==> src/rtl/regfile_writeback_unit.sv <==
// Writeback queue feeding the register-file write port (A3/WD3/WE3), with ALU-over-load arbitration.
// Optional same-cycle bypass when the queue is idle: define WB_BYPASS_EN.
module regfile_writeback_unit #(
  parameter int DEPTH = 4,
  parameter int AW    = 5,
  parameter int DW    = 32
) (
  input  logic                     clk,
  input  logic                     rst,
  input  logic                     alu_valid,
  input  logic [AW-1:0]            alu_addr,
  input  logic [DW-1:0]            alu_data,
  output logic                     alu_ready,
  input  logic                     mem_valid,
  input  logic [AW-1:0]            mem_addr,
  input  logic [DW-1:0]            mem_data,
  output logic                     mem_ready,
  input  logic                     rf_hold,
  input  logic [AW-1:0]            q_addr,
  output logic                     q_pending,
  output logic [AW-1:0]            A3,
  output logic [DW-1:0]            WD3,
  output logic                     WE3,
  output logic [$clog2(DEPTH):0]   level
);

  localparam int PW = $clog2(DEPTH);
  localparam int LW = PW + 1;

  logic [AW-1:0] addr_mem [DEPTH];
  logic [DW-1:0] data_mem [DEPTH];
  logic [PW-1:0] rd_ptr, wr_ptr;
  logic [LW-1:0] count;

  logic          full, empty;
  logic          alu_fire, mem_fire, in_fire, in_live;
  logic [AW-1:0] in_addr;
  logic [DW-1:0] in_data;
  logic          bypass, push, pop;

  assign full  = (count == LW'(DEPTH));
  assign empty = (count == '0);
  assign level = count;

  // Readiness looks only at full, so a full queue refuses a push even while it pops.
  assign alu_ready = !full;
  assign mem_ready = !full && !alu_valid;

  assign alu_fire = alu_valid && alu_ready;
  assign mem_fire = mem_valid && mem_ready;
  assign in_fire  = alu_fire || mem_fire;
  assign in_addr  = alu_fire ? alu_addr : mem_addr;
  assign in_data  = alu_fire ? alu_data : mem_data;
  // Writes to r0 are accepted and silently discarded.
  assign in_live  = in_fire && (in_addr != '0);

`ifdef WB_BYPASS_EN
  assign bypass = in_live && empty && !rf_hold;
`else
  assign bypass = 1'b0;
`endif

  assign push = in_live && !bypass;
  assign pop  = !empty && !rf_hold;

  always_comb begin
    // NOTE: every always_comb output gets a default first so no path can infer a latch.
    WE3 = pop || bypass;
    A3  = '0;
    WD3 = '0;
    if (bypass) begin
      A3  = in_addr;
      WD3 = in_data;
    end else if (!empty) begin
      A3  = addr_mem[rd_ptr];
      WD3 = data_mem[rd_ptr];
    end
  end

  always_comb begin
    logic [PW-1:0] idx;
    q_pending = 1'b0;
    idx       = '0;
    for (int i = 0; i < DEPTH; i++) begin
      idx = rd_ptr + PW'(i);
      if ((LW'(i) < count) && (addr_mem[idx] == q_addr))
        q_pending = 1'b1;
    end
`ifdef WB_BYPASS_EN
    if (in_live && (in_addr == q_addr))
      q_pending = 1'b1;
`endif
    if (q_addr == '0)
      q_pending = 1'b0;
  end

  always_ff @(posedge clk) begin
    // NOTE: state registers use non-blocking assignments so every flop samples pre-edge values.
    if (rst) begin
      rd_ptr <= '0;
      wr_ptr <= '0;
      count  <= '0;
    end else begin
      if (push) wr_ptr <= wr_ptr + 1'b1;
      if (pop)  rd_ptr <= rd_ptr + 1'b1;
      case ({push, pop})
        2'b10:   count <= count + 1'b1;
        2'b01:   count <= count - 1'b1;
        default: count <= count;
      endcase
    end
  end

  // NOTE: storage is not reset; entry validity comes from count, which keeps the array as plain RAM.
  always_ff @(posedge clk) begin
    if (push) begin
      addr_mem[wr_ptr] <= in_addr;
      data_mem[wr_ptr] <= in_data;
    end
  end

endmodule

==> config.mk <==
export PLATFORM = sky130hd
export DESIGN_NAME = regfile_writeback_unit
export DESIGN_NICKNAME = d
export VERILOG_FILES = /design/src/rtl/regfile_writeback_unit.sv
export SDC_FILE = /design/constraint.sdc
export NUM_CORES = 1
export LEC_CHECK = 0
export ABC_AREA = 0
export BUFFER_PORTS_ARGS = -buffer_cell sky130_fd_sc_hd__clkbuf_2
export CORE_MARGIN = 3
export CORE_UTILIZATION = 50
export CTS_CLUSTER_DIAMETER = 30
export CTS_CLUSTER_SIZE = 28
export DETAILED_ROUTE_END_ITERATION = 10
export MAX_ROUTING_LAYER = met4
export PLACE_DENSITY_LB_ADDON = 0.1
export SYNTH_ARGS = -nofsm -noshare
export SYNTH_HDL_FRONTEND = slang
export SYNTH_SLANG_ARGS = --single-unit
==> constraint.sdc <==
create_clock -name clk -period 3.1 [get_ports clk]
set_input_delay 0.31 -clock clk [delete_from_list [all_inputs] [get_ports clk]]
set_output_delay 0.31 -clock clk [all_outputs]
set_load 0.05 [all_outputs]
# == Word-level counts from Yosys, hierarchy flattened ==
# Memory sizes are Yosys's and may differ from the RTL's. A register that Yosys moved wholly into a read port is not among the register bits.
# Cells that the tools add are included.
# totals
inputBits,84
mem_count,2
register_bits,7
mem_bits_rw,148
word_cells,56
output_inout_bits,44
# op_classes
magnitude_cmp,4
add_sub_neg,6
n_eq_ne,7
n_reduce_logical,18
muxes,16
# memory_table
name,words,word_bits,read_ports,rd_ports_with_merged_regs,wr,line,source
data_mem,4,32,1,1,1,31,logic [DW-1:0] data_mem [DEPTH];
addr_mem,4,5,4,1,1,30,logic [AW-1:0] addr_mem [DEPTH];
# ops
op,n
32-bit 2-to-1 mux,2
5-bit equality test,4
5-bit 2-to-1 mux,2
1-bit logical AND,9
2-bit 2-to-1 mux,4
1-bit 2-to-1 mux,7
1-bit by 3-bit less-than comparator with 1-bit output (first input constant),2
2-bit by 3-bit less-than comparator with 1-bit output (first input constant),2
3-bit case mux with 2 select lines,1
5-bit logical NOT,1
5-bit nonzero test,1
2-bit by 1-bit adder with 2-bit output (second input constant),2
2-bit adder (second input constant),2
1-bit logical NOT,4
3-bit by 1-bit adder with 3-bit output (second input constant),1
3-bit equality test (second input constant),1
3-bit logical NOT,1
3-bit by 1-bit subtractor with 3-bit output (second input constant),1
2-bit by 1-bit equality test with 1-bit output (second input constant),1
2-bit equality test (second input constant),1
2-bit nonzero test,1
1-bit logical OR,1

# == Logic depth before layout (Yosys ltp) ==
# Gate-level depths: netlist (run 1).
# depth
depth_word,8
depth_mapped,12
mapped_depth_nobuf,11

# == Least setup slack after synthesis (run 1) ==
# No wires, ideal clock.
# synth_timing
kind,register to register
start,"register count[0], in the netlist level[0]"
end,memory addr_mem[1][0] (enable)
setup_ns,0.398
n_path_buf,0
setup_slack_ns,-0.223
path_stages_with_launch,7
arrival_ns,2.925
path_cell_list,dfxtp_1 -> inv_1 -> ha_1 -> nand2_1 -> o21ai_0 -> a31oi_2 -> and2_1
# synth_between
elab_chain_len,8
# synth_lines
item,line,source
start: declaration,33,logic [LW-1:0] count;
start signal: assignment,107,2'b10: count <= count + 1'b1;
start signal: assignment,108,2'b01: count <= count - 1'b1;
start signal: assignment,109,default: count <= count;
3-bit equality test *,41,assign full = (count == LW'(DEPTH));
1-bit logical NOT *,46,assign alu_ready = !full;
via alu_ready,13,"output logic alu_ready,"
"1-bit logical AND, on equally long branches","49, 47",
5-bit 2-to-1 mux / 1-bit logical AND (equally long branches),"52, 50",
5-bit nonzero test / 1-bit logical OR (equally long branches),"55, 51",
1-bit logical AND *,55,assign in_live = in_fire && (in_addr != '0);
1-bit 2-to-1 mux *,116,if (push) begin
1-bit 2-to-1 mux (implied by the code) *,117,addr_mem[wr_ptr] <= in_addr;
end: declaration,30,
# The timed path passes the listed nets; every way through them passes the cells marked *.

==> results of run 1 <==
[state kept, by name, indices dropped and copies added (netlist names), named ones only]
signal / cells
addr_mem: 20
data_mem: 128
level: 3
rd_ptr: 2
wr_ptr: 2
[metrics by stage]
step | instance area [um2] | total power [W] | setup WS, ns | hold slack [ns]
final | 8640 | 0.00847 | 0.171 | 0.190
after global routing | 8640 | 0.00886 | 0.00292 | 0.182
after CTS | 8620 | 0.00853 | 0.0228 | 0.164
after detailed placement | 8030 | 0.00644 | 0.151 | 0.563
after global placement | 8030 | 0.00640 | 0.183 | 0.563
after floorplan | 7150 | 0.00559 | 0.0983 | 0.514
[repair_timing]
item	4_1_cts	5_1_grt
cloned	0	1
setup endpoints to repair	1	4
gates resized for setup	2	4
[layout make-up]
type / count / area (um2) / share of cell area (%)
multi-input cells: 216 / 2420 / 27.9
clock inverters: 13 / 165 / 1.91
repair buffers: 141 / 753 / 8.71
well taps: 180 / 225 / 2.61
clock buffers: 17 / 425 / 4.92
flip-flops and latches: 157 / 4630 / 53.6
inverters: 7 / 26.3 / 0.304
[power groups by stage]
stage	Combinational, W	Sequential (W)	Clock [W]
2_1_floorplan	0.00263	0.00296	0
3_3_place_gp	0.00338	0.00302	0
3_5_place_dp	0.00339	0.00305	0
4_1_cts	0.00341	0.00301	0.00210
5_1_grt	0.00361	0.00305	0.00220
6_report	0.00339	0.00300	0.00207
[metal layers]
layer  part of all wire (%)  global-route usage [%]  up-vias
li1                       -                       -     1843
met1                     43                    24.1     2060
met2                     52                    32.0      109
met3                    3.7                    3.33       13
met4                    1.3                    6.51        0
met5                      0                       -        -
[cell families (layout without fill, tap and decap cells)]
group	after synthesis	in the layout	share of synthesized area, %
AO/OA/AOI/OAI	13	13	1.30
XOR/XNOR	28	28	3.43
adder cells (fa/ha/maj)	9	9	1.58
buffers and inverters	33	178	2.08
flip-flops	157	157	64.7
multiplexers	94	94	21.0
AND/OR/NAND/NOR	71	72	5.90
[path summary, 6_finish.rpt]
kind / start / to / slack, ns / cells past startpoint
worst min-delay path: rst / level[2] / 0.19 / 2
worst min register to register: wr_ptr[1] / wr_ptr[1] / 0.57 / 2
worst max register to register: level[0] / level[2] / 0.30 / 9
worst max-delay path: register / q_pending / 0.17 / 7
[synth_stat cells (3+ instances only)]
library cell	n
nor2b_1	38
nand2_1	4
mux2i_1	18
mux4_2	41
inv_1	7
mux2_2	35
xor2_1	13
buf_2	8
edfxtp_1	148
and2_1	4
a21oi_1	3
dfxtp_1	9
xnor2_1	15
ha_1	9
nor2_1	10
nor3_1	3
clkbuf_1	14
==> impl_metrics.py, run 1 <==
metrics = {
    "setup_path": {
        "slowest_stage": "mux4_2",
        "crit_type": "register to output pin",
        "critPathArrivalTime_ns": 2.62,
        "path_delay_family": "multiplexers",
        "critPathRequiredTime_ns": 2.79,
        "end_kind": "output pin",
        "cp.buffers_inverters": 1,
        "critPathMaxStageDelay_ns": 0.58,
        "start_kind": "register",
        "crit_chain": "mux4_2, xnor2_1, nand3_1, nor3_1, o32ai_1, a21oi_2, buf_2",
        "critPathMaxFanout": 10,
    },
    "drt": {
        "drt_iter0_markers": 306,
        "wirelength_um": 14400,
        "drt-wirelength-per-cell_um": 19.7,
        "vias": 4025,
        "ant_nets": 0,
        "firstDrtPassIters": 4,
        "via_per_inst": 5.51,
        "drc": 0,
    },
    "finish": {
        "layout.nets": 633,
        "drive_gt1_share_pct": 47.5,
        "fillers": 1026,
        "fin_cells": 731,
        "final_core_util_pct": 62.0,
        "layout_commonest_cell": "edfxtp_1",
        "antenna_cells": 0,
        "area_delta_synth_final_pct": 21.0,
        "most-common-layout-cells": "148 x edfxtp_1, 126 x clkbuf_2, 41 x mux4_2",
    },
    "die": {
        "design.core.area_mm2": 0.0139,
        "die-area_mm2": 0.0158,
        "std_cell_rows": 43,
        "fp.dieW_um": 126,
        "die-height_um": 126,
        "start_util_pct": 51.3,
        "io_pins": 128,
    },
    "sta": {
        "min_period_ns": 2.93,
        "slew-limit-headroom_pct": 25.7,
        "tightestPinTransition_ns": 1.11,
        "fin_tns_setup_ns": 0,
        "skew_ns": 0.00932,
        "rsz0062_at_grt": "false",
        "fin_crit_sh_pct": 94.5,
        "setup_viol": 0,
        "finalHoldViolCount": 0,
        "clock.fmax_ghz": 0.341,
        "drv_slew": 0,
    },
    "pwr": {
        "p_leak_nw": 3.12,
        "p_clk_share_pct": 24.4,
        "power_density_mw_per_mm2": 979,
        "swShare_pct": 38.4,
        "power.share.sequential_pct": 35.5,
        "peakVddDrop_uv": 547,
        "switching_power_w": 0.00325,
        "combPwrFrac_pct": 40.1,
        "internal-power_w": 0.00521,
    },
    "yosys": {
        "syn_inst": 405,
        "yosysTopAreaCellShare_pct": 62.2,
        "yosysWarnings": 0,
        "synth_enable_flop_cells": 148,
        "syn_area_mm2": 0.00714,
        "synth_area_per_cell_um2": 17.6,
        "ys_types": 38,
        "synthArstFlopShare_pct": 0,
        "syn-num-nets": 498,
        "yosysTopAreaCell": "edfxtp_1",
        "seq_area_frac_synth_pct": 64.7,
        "yosys_most_used_dff": "edfxtp_1",
        "synthTopCellsByArea": "edfxtp_1 62%, mux4_2 13%, mux2_2 5.5%, nor2b_1 3.3%, dfxtp_1 2.5%",
        "synth-seq-cells": 157,
    },
    "place": {
        "routabilityCongestion": 0.844,
        "dp.cells": 700,
        "port_buffers": 127,
        "dp_hpwl_um": 9280,
    },
    "flow_run": {
        "drv_cap": 0,
    },
    "clock_network": {
        "postCtsHoldBufs": 0,
        "clkLatencyLatePin_ns": 0.41,
        "cts-root-buf": "clkbuf_16",
        "cts_tree": "done",
        "h-tree-depth": 4,
        "clock-sinks": 157,
        "cts_buffers": 17,
        "clk_pin_slew_ns": 0.06,
        "cts_setup_buffers": 0,
        "cts_buffer_depth": 2,
    },
    "global_route": {
        "grt_max_degree": 39,
        "grt_usage_pct": 19.2,
        "grt_pass1_wl_um": 22400,
        "grt-ovfl-total": 0,
        "antenna_found_initial": 0,
        "grt_pass1_vias": 4151,
    },
    "hold_path": {
        "hold_path.class": "input port to register",
    },
    "outcome": {
        "outcome": "complete, no violations",
    },
}
(Power assumes the default switching activity.)
==> inputs of run 2 (changes only) <==
==> constraint.sdc (replaced) <==
create_clock -name clk -period 3 [get_ports clk]
set_input_delay 0.3 -clock clk [delete_from_list [all_inputs] [get_ports clk]]
set_output_delay 0.3 -clock clk [all_outputs]
set_load 0.05 [all_outputs]
==> impl_metrics.py, run 2 (synthesis gave the netlist of run 1 again) <==
metrics = {
    "global_route": {
        "grt-ovfl-total": 0,
        "grt_pass1_vias": 4182,
        "grt_usage_pct": 18.9,
        "antenna_found_initial": 0,
        "grt_max_degree": 39,
        "grt_pass1_wl_um": 22200,
    },
    "clock_network": {
        "cts_tree": "done",
        "postCtsHoldBufs": 0,
        "cts_buffers": 17,
        "clock-sinks": 157,
        "cts_setup_buffers": 0,
        "cts_buffer_depth": 2,
        "h-tree-depth": 4,
        "clk_pin_slew_ns": 0.06,
        "cts-root-buf": "clkbuf_16",
        "clkLatencyLatePin_ns": 0.40,
    },
    "pwr": {
        "peakVddDrop_uv": 538,
        "power_density_mw_per_mm2": 1000,
        "finalPower_w": 0.00870,
        "p_leak_nw": 3.15,
    },
    "place": {
        "port_buffers": 127,
        "routabilityCongestion": 0.827,
        "dp.cells": 704,
        "dp_hpwl_um": 9420,
    },
    "sta": {
        "clock.fmax_ghz": 0.353,
        "setup_viol": 0,
        "slew-limit-headroom_pct": 54.9,
        "drv_slew": 0,
        "skew_ns": 0.00465,
        "min_period_ns": 2.83,
        "finalHoldViolCount": 0,
        "tightestPinTransition_ns": 0.676,
        "fin_crit_sh_pct": 94.3,
    },
    "hold_path": {
        "hold_path.class": "input port to register",
        "worstHoldStart": "rst",
    },
    "die": {
        "io_pins": 128,
        "start_util_pct": 51.3,
        "die-height_um": 126,
        "design.core.area_mm2": 0.0139,
        "fp.dieW_um": 126,
        "die-area_mm2": 0.0158,
        "std_cell_rows": 43,
    },
    "flow_run": {
        "drv_cap": 0,
    },
    "drt": {
        "vias": 3989,
        "drt_iter0_markers": 167,
        "drc": 0,
        "via_per_inst": 5.43,
        "firstDrtPassIters": 4,
        "drt-wirelength-per-cell_um": 19.4,
        "wirelength_um": 14200,
        "ant_nets": 0,
    },
    "setup_path": {
        "critPathArrivalTime_ns": 2.53,
        "end_kind": "output pin",
        "r2r-start": "level[0]",
        "critPathRequiredTime_ns": 2.70,
        "critPathMaxFanout": 16,
        "critPathLaunch": "rd_ptr[0]",
        "start_kind": "register",
        "crit_type": "register to output pin",
    },
    "finish": {
        "layout_commonest_cell": "edfxtp_1",
        "area_delta_synth_final_pct": 21.3,
        "fin_cells": 734,
        "drive_gt1_share_pct": 47.5,
        "largest_register_ffs": 128,
        "antenna_cells": 0,
        "regMostFlops": "data_mem",
        "layout.nets": 637,
        "most-common-layout-cells": "148 x edfxtp_1, 126 x clkbuf_2, 41 x mux4_2",
    },
    "outcome": {
        "outcome": "complete, no violations",
    },
}
run 2: cell types whose count changed in the layout (fill, tap and decap cells not counted), moves of 3 or more:
cell / before / now
buf_4: 13 / 17
clkinvlp_4: 3 / 0
clkinv_2: 1 / 4
clkbuf_1: 0 / 3
inv_6: 3 / 0
run 2: final timing paths:
path | end | slack (ns) | depth (start not counted)
worst max-delay path | q_pending | 0.17 | 8
worst min-delay path | register | 0.19 | 2
worst max register to register | level[2] | 0.21 | 9
worst min register to register | wr_ptr[1] | 0.58 | 2
run 2: what timing repair did:
action                     in CTS  in global routing
gates cloned                    0                  1
pin swaps                       0                  0
resized for setup               3                  7
setup endpoints to repair       1                 27
run 2: final cells by class:
type	instances	area, um2
multi-input cells	216	2440
clock inverters	9	123
clock buffers	20	437
flip-flops and latches	157	4630
fillers	1032	5270
repair buffers	145	786
inverters	7	26.3
well taps	180	225
run 2: critical path, cell delays in order (launching register included):
cell      delay [ns]
dfxtp_1         0.38
buf_12          0.18
mux4_2          0.52
xor2_1          0.17
nor4_2          0.24
o21ai_1         0.10
and3_1          0.16
a21oi_2         0.11
clkbuf_4        0.24
run 2: metal layers:
| metal | track usage [%] | wire length (um) | vias up | share of wire (%) |
|---|---|---|---|---|
| li1 | - | - | 1851 | - |
| met1 | 23.8 | 6000 | 2008 | 42 |
| met4 | 5.99 | 189 | 0 | 1.3 |
| met5 | - | 0 | - | 0 |
| met2 | 30.6 | 7290 | 114 | 51 |
| met3 | 4.83 | 722 | 16 | 5.1 |
run 2: report_power, final:
| group | leakage [nW] | internal, W | total (W) | switching [W] |
|---|---|---|---|---|
| sequential | 1.45 | 0.00288 | 0.00307 | 0.000186 |
| clock | 0.277 | 0.00129 | 0.00205 | 0.000764 |
| combinational | 1.42 | 0.00123 | 0.00358 | 0.00235 |
run 2: metrics by stage:
stage / cell area, um2 / util, % / setup slack (ns) / hold slack [ns] / TNS (ns)
after floorplan: 7150 / - / 0.0587 / 0.514 / 0
after global placement: 8050 / 57.7 / 0.155 / 0.556 / 0
after detailed placement: 8050 / 57.7 / 0.0990 / 0.568 / 0
after CTS: 8620 / 61.8 / 0.0380 / 0.162 / 0
after global routing: 8660 / 62.2 / -0.00337 / 0.181 / -0.00337
final: 8660 / 62.2 / 0.170 / 0.188 / 0
